### config.mk
export PLATFORM = sky130hd
export DESIGN_NAME = serial_adder
export DESIGN_NICKNAME = d
export VERILOG_FILES = /design/src/rtl/serial_adder.sv
export SDC_FILE = /design/constraint.sdc
export NUM_CORES = 1
export LEC_CHECK = 0
export CAP_MARGIN = 10
export CORE_AREA = 5 5 67 69
export CTS_CLUSTER_DIAMETER = 150
export CTS_CLUSTER_SIZE = 25
export DETAILED_ROUTE_END_ITERATION = 8
export DIE_AREA = 0 0 72 74
export GPL_TIMING_DRIVEN = 0
export PLACE_DENSITY = 0.81
export RECOVER_POWER = 25
export SLEW_MARGIN = 20
export SYNTH_ARGS = -nofsm -noshare
export SYNTH_HDL_FRONTEND = slang
export SYNTH_SLANG_ARGS = --single-unit
export TNS_END_PERCENT = 20
### constraint.sdc
create_clock -name clk -period 1.78 [get_ports clk]
set_input_delay 0.178 -clock clk [delete_from_list [all_inputs] [get_ports clk]]
set_output_delay 0.178 -clock clk [all_outputs]
set_load 0.02 [all_outputs]
### src/rtl/serial_adder.sv
// serial_adder: multi-cycle adder/subtractor that processes DIGIT bits per
// clock through one DIGIT-wide full-adder slice and a carry register.
//
// Ports:
//   clk    rising-edge clock
//   rst_n  asynchronous active-low reset
//   start  request strobe; accepted only when busy=0
//   a, b   WIDTH-bit operands, latched on an accepted start
//   cin    carry-in (sub=0) or borrow-in (sub=1), latched on start
//   sub    0: a+b+cin, 1: a-b-cin, latched on start
//   busy   high while an operation is in progress (STEPS cycles)
//   done   one-cycle pulse when s/cout/ovf are updated
//   s      result modulo 2^WIDTH
//   cout   carry-out (sub=0) or NOT borrow-out (sub=1)
//   ovf    two's-complement signed overflow
module serial_adder #(
  parameter int unsigned WIDTH = 8,
  parameter int unsigned DIGIT = 1
) (
  input  logic             clk,
  input  logic             rst_n,
  input  logic             start,
  input  logic [WIDTH-1:0] a,
  input  logic [WIDTH-1:0] b,
  input  logic             cin,
  input  logic             sub,
  output logic             busy,
  output logic             done,
  output logic [WIDTH-1:0] s,
  output logic             cout,
  output logic             ovf
);

  localparam int unsigned STEPS = WIDTH / DIGIT;
  localparam int unsigned CW    = (STEPS > 1) ? $clog2(STEPS) : 1;
  localparam int unsigned DW    = DIGIT + 1;

  // Reject parameter sets the digit-serial datapath cannot represent.
  if (WIDTH == 0 || DIGIT == 0 || (WIDTH % DIGIT) != 0) begin : g_bad_params
    $fatal(1, "serial_adder: WIDTH must be a nonzero integer multiple of DIGIT");
  end

  typedef enum logic {
    IDLE = 1'b0,
    RUN  = 1'b1
  } state_t;

  state_t           state;
  logic [WIDTH-1:0] a_reg;
  logic [WIDTH-1:0] b_reg;
  logic [WIDTH-1:0] res_sr;
  logic             carry;
  logic [CW-1:0]    cnt;

  logic [DIGIT:0]   slice_full;
  logic [DIGIT-1:0] slice_sum;
  logic             slice_cout;
  logic             msb_cin;
  logic [WIDTH-1:0] res_nxt;
  logic             last_step;

  // DIGIT-wide full-adder slice on the low digit of the operand registers.
  always_comb begin
    slice_full = DW'(a_reg[DIGIT-1:0]) + DW'(b_reg[DIGIT-1:0]) + DW'(carry);
    slice_sum  = slice_full[DIGIT-1:0];
    slice_cout = slice_full[DIGIT];
    // Carry into the slice MSB, recovered from the sum bit; on the last
    // step this is the carry into the result MSB.
    msb_cin    = slice_sum[DIGIT-1] ^ a_reg[DIGIT-1] ^ b_reg[DIGIT-1];
    // New digit enters at the top; LSB digit ends up at the bottom after STEPS shifts.
    res_nxt    = WIDTH'({slice_sum, res_sr} >> DIGIT);
    last_step  = (cnt == CW'(STEPS - 1));
  end

  // Control, operand shifting and registered result outputs.
  always_ff @(posedge clk or negedge rst_n) begin
    if (!rst_n) begin
      state  <= IDLE;
      a_reg  <= '0;
      b_reg  <= '0;
      res_sr <= '0;
      carry  <= 1'b0;
      cnt    <= '0;
      busy   <= 1'b0;
      done   <= 1'b0;
      s      <= '0;
      cout   <= 1'b0;
      ovf    <= 1'b0;
    end else begin
      done <= 1'b0;
      case (state)
        IDLE: begin
          if (start) begin
            a_reg <= a;
            // Subtraction as a + ~b + ~cin.
            b_reg <= sub ? ~b : b;
            carry <= cin ^ sub;
            cnt   <= '0;
            busy  <= 1'b1;
            state <= RUN;
          end
        end
        RUN: begin
          a_reg  <= a_reg >> DIGIT;
          b_reg  <= b_reg >> DIGIT;
          res_sr <= res_nxt;
          carry  <= slice_cout;
          cnt    <= cnt + CW'(1);
          if (last_step) begin
            s     <= res_nxt;
            cout  <= slice_cout;
            ovf   <= msb_cin ^ slice_cout;
            done  <= 1'b1;
            busy  <= 1'b0;
            state <= IDLE;
          end
        end
        default: state <= IDLE;
      endcase
    end
  end

endmodule

==> metrics.yaml <==
floorplanning:
  core_area_um2: 3860
  die_h_um: 74
  rows: 23
  die_w_um: 72
  io_pins: 33
  start_util_pct: 46.9
  dieArea_um2: 5330
min_path:
  hp-class: "in -> reg"
  hold_path_end: "b_reg[7]"
  min_path_cells: 3
  hp-start: "sub"
logic_synthesis:
  synth_area_um2: 1810
  synth_cell_type_count: 21
  syn_area_per_cell_um2: 12.7
  postSynthCellCount: 142
  synth_fp_nets: 166
  synth_warnings: 0
  ys_seq_area_share_pct: 55.3
  synth_seq_cells: 40
power_and_ir_drop:
  finalPower_w: 0.00407
  power.internal_w: 0.00284
  leakagePower_nw: 1.12
  vdd_drop_max_mv: 0.846
  p_switching_w: 0.00124
  clock_power_share_pct: 25.2
  p_sw_share_pct: 30.3
  p_seq_share_pct: 37.3
  p_comb_share_pct: 37.6
  power_density_nw_per_um2: 1720
timing:
  holdWs_ns: 0.292
  tns_ns: 0
  rsz0062_at_grt: "no"
  slew_headroom_pct: 48.8
  hold_viol: 0
  skew_ns: 0.00679
  setup_viol: 0
  timing.final.crit_period_ns: 1.52
  slew_violations: 0
  post-route-period-util_pct: 85.1
  worstMarginPinSlew_ns: 0.769
  fmax_mhz: 660
drt:
  vias_per_cell: 5.04
  drc_errors: 0
  routed_wirelength_mm: 3.21
  via_count: 1174
  firstDrtPassIters: 4
  ant_nets: 0
  drt_iter0_markers: 55
  wl_per_cell_um: 13.8
worst_setup_path:
  reg2regPathDepth: 4
  crit_path_start_kind: "flip-flop"
  r2r_setup_slack_ns: 0.26
  cp_cell_sequence: "fa_1, xnor2_1, xnor2_1, o21ai_0"
  worst_path_largest_cell_delay_ns: 0.62
  r2r_end: "ovf"
  crit_family: "adder cells"
  worstPathMaxFanout: 3
  worst-path-buf-inv: 0
  worstSetupPathType: "reg -> reg"
  cp-end-kind: "flip-flop"
  crit_path_top_delay_cell: "fa_1"
  rr_startpoint: "a_reg[0]"
  arrival_ns: 1.69
  worst-endpoint-required_ns: 1.96
  cp_common_cell: "xnor2_1"
clock_tree:
  cts.clk_slew.worst_paths_ns: 0.08
  cts_tree: "built"
  cts_setup_buffers: 0
  ctsRootBufferMaster: "clkbuf_8"
  cts.htree.levels: 2
  cts_resized: 0
  numClockSinks: 40
  clockBufferDepth: 2
  clock_latency_ns: 0.30
  cts_buffers: 5
  cts_hold_buffers: 1
cells_and_area:
  finalNetCount: 206
  syn2layout_area_growth_pct: 30.7
  num_antenna_cells: 0
  fin_util_pct: 61.3
  drive_gt1_share_pct: 18.6
outcome:
  status: "complete, no violations"
global_route:
  overflow: 0
  grt_max_degree: 29
  first_global_vias: 1240
  grt.total_usage_pct: 13.4
  grt_pass1_wl_mm: 5.55
  antenna_found_initial: 0
placement:
  place_congestion: 0.776
  port_buffers: 31
  dp_hpwl_mm: 2.40
run:
  max-cap-violations: 0
-- layer usage --
| layer | routed length (um) | vias to the layer above | global-route usage [%] | part of all wire, % |
|---|---|---|---|---|
| li1 | - | 555 | - | - |
| met1 | 1420 | 572 | 17.2 | 44 |
| met2 | 1500 | 40 | 21.6 | 47 |
| met3 | 224 | 7 | 3.92 | 7.0 |
| met4 | 62 | 0 | 5.43 | 1.9 |
| met5 | 0 | - | 0 | 0 |
-- cells by family (layout without fill, tap and decap cells) --
logic type,after synthesis,count (layout),share of synthesized area (%)
flops,40,40,55.3
mux,33,33,20.8
simple gates,23,23,5.33
compound gates,20,20,6.16
xor+xnor,12,12,5.81
buf+inv,11,52,4.08
fa+ha+maj,3,3,2.49
-- how the worst max path moves through the flow --
stage,start,end,slack [ns],cells past startpoint
floorplan,a_reg[0],ovf,0.34,4
global placement,rst_n,a_reg[7],-0.34,1
detailed placement,a_reg[0],ovf,0.26,4
CTS,a_reg[0],ovf,0.25,4
global route,a_reg[0],ovf,0.20,4
finish,a_reg[0],ovf,0.26,4
-- power groups by stage --
stage	logic [W]	registers (W)	clock network (W)
3_5_place_dp	0.00155	0.00154	0
4_1_cts	0.00155	0.00152	0.00104
5_1_grt	0.00168	0.00157	0.00107
6_report	0.00153	0.00152	0.00102
3_3_place_gp	0.00149	0.00151	0
2_1_floorplan	0.000940	0.00163	0
-- through the flow --
| step | cell area [um2] | worst slack (ns) | cells |
|---|---|---|---|
| 4_1_cts | 2370 | 0.252 | 233 |
| 6_report | 2360 | 0.265 | 233 |
| 3_3_place_gp | 2180 | -0.343 | 223 |
| 3_5_place_dp | 2200 | 0.261 | 224 |
| 2_1_floorplan | 1810 | 0.344 | 142 |
| 5_1_grt | 2360 | 0.202 | 233 |
-- worst register-to-register path, delay by kind of cell, from the launching register on --
| family | cells | cell delay (ns) |
|---|---|---|
| adders and majority gates | 1 | 0.62 |
| xor gates and xnor gates | 2 | 0.28 |
| DFF | 1 | 0.43 |
| AOI/OAI and AO/OA | 1 | 0.08 |
-- synthesized netlist by cell type (all sizes together) --
master,number,share of area (%)
nor2,5,1.0
xor2,8,3.9
o22ai,1,0.35
clkbuf,1,0.21
mux2i,17,9.4
a211oi,1,0.42
inv,2,0.42
nand2,17,3.9
dfrtp,40,55
a22o,2,0.97
xnor2,4,1.9
buf,8,3.5
nand2b,1,0.35
mux2,16,11
ha,2,1.4
fa,1,1.1
o21ai,16,4.4
-- layout by cell type (no fill, tap or decap), types with 2 or more instances in the layout --
cell and count:
buf_2 2, xor2_1 8, a22o_1 2, clkdlybuf4s50_1 30, xnor2_1 4, nand2_1 16
clkbuf_1 2, mux2i_1 17, buf_6 2, clkbuf_8 5, buf_4 4, mux2_2 9
inv_1 2, ha_1 2, nor2_1 5, dfrtp_1 40, o21ai_0 16, bufinv_16 3
mux2_4 7
-- cell type report --
class,count,area [um2]
fill,311,1490
sequential,40,1000
multi-input combinational,91,734
timing repair buffer,33,334
clock inverter,3,90.1
clock buffer,5,68.8
buffer,9,66.3
tap,50,62.6
inverter,2,7.51
Power figures use the tool's default switching activity.
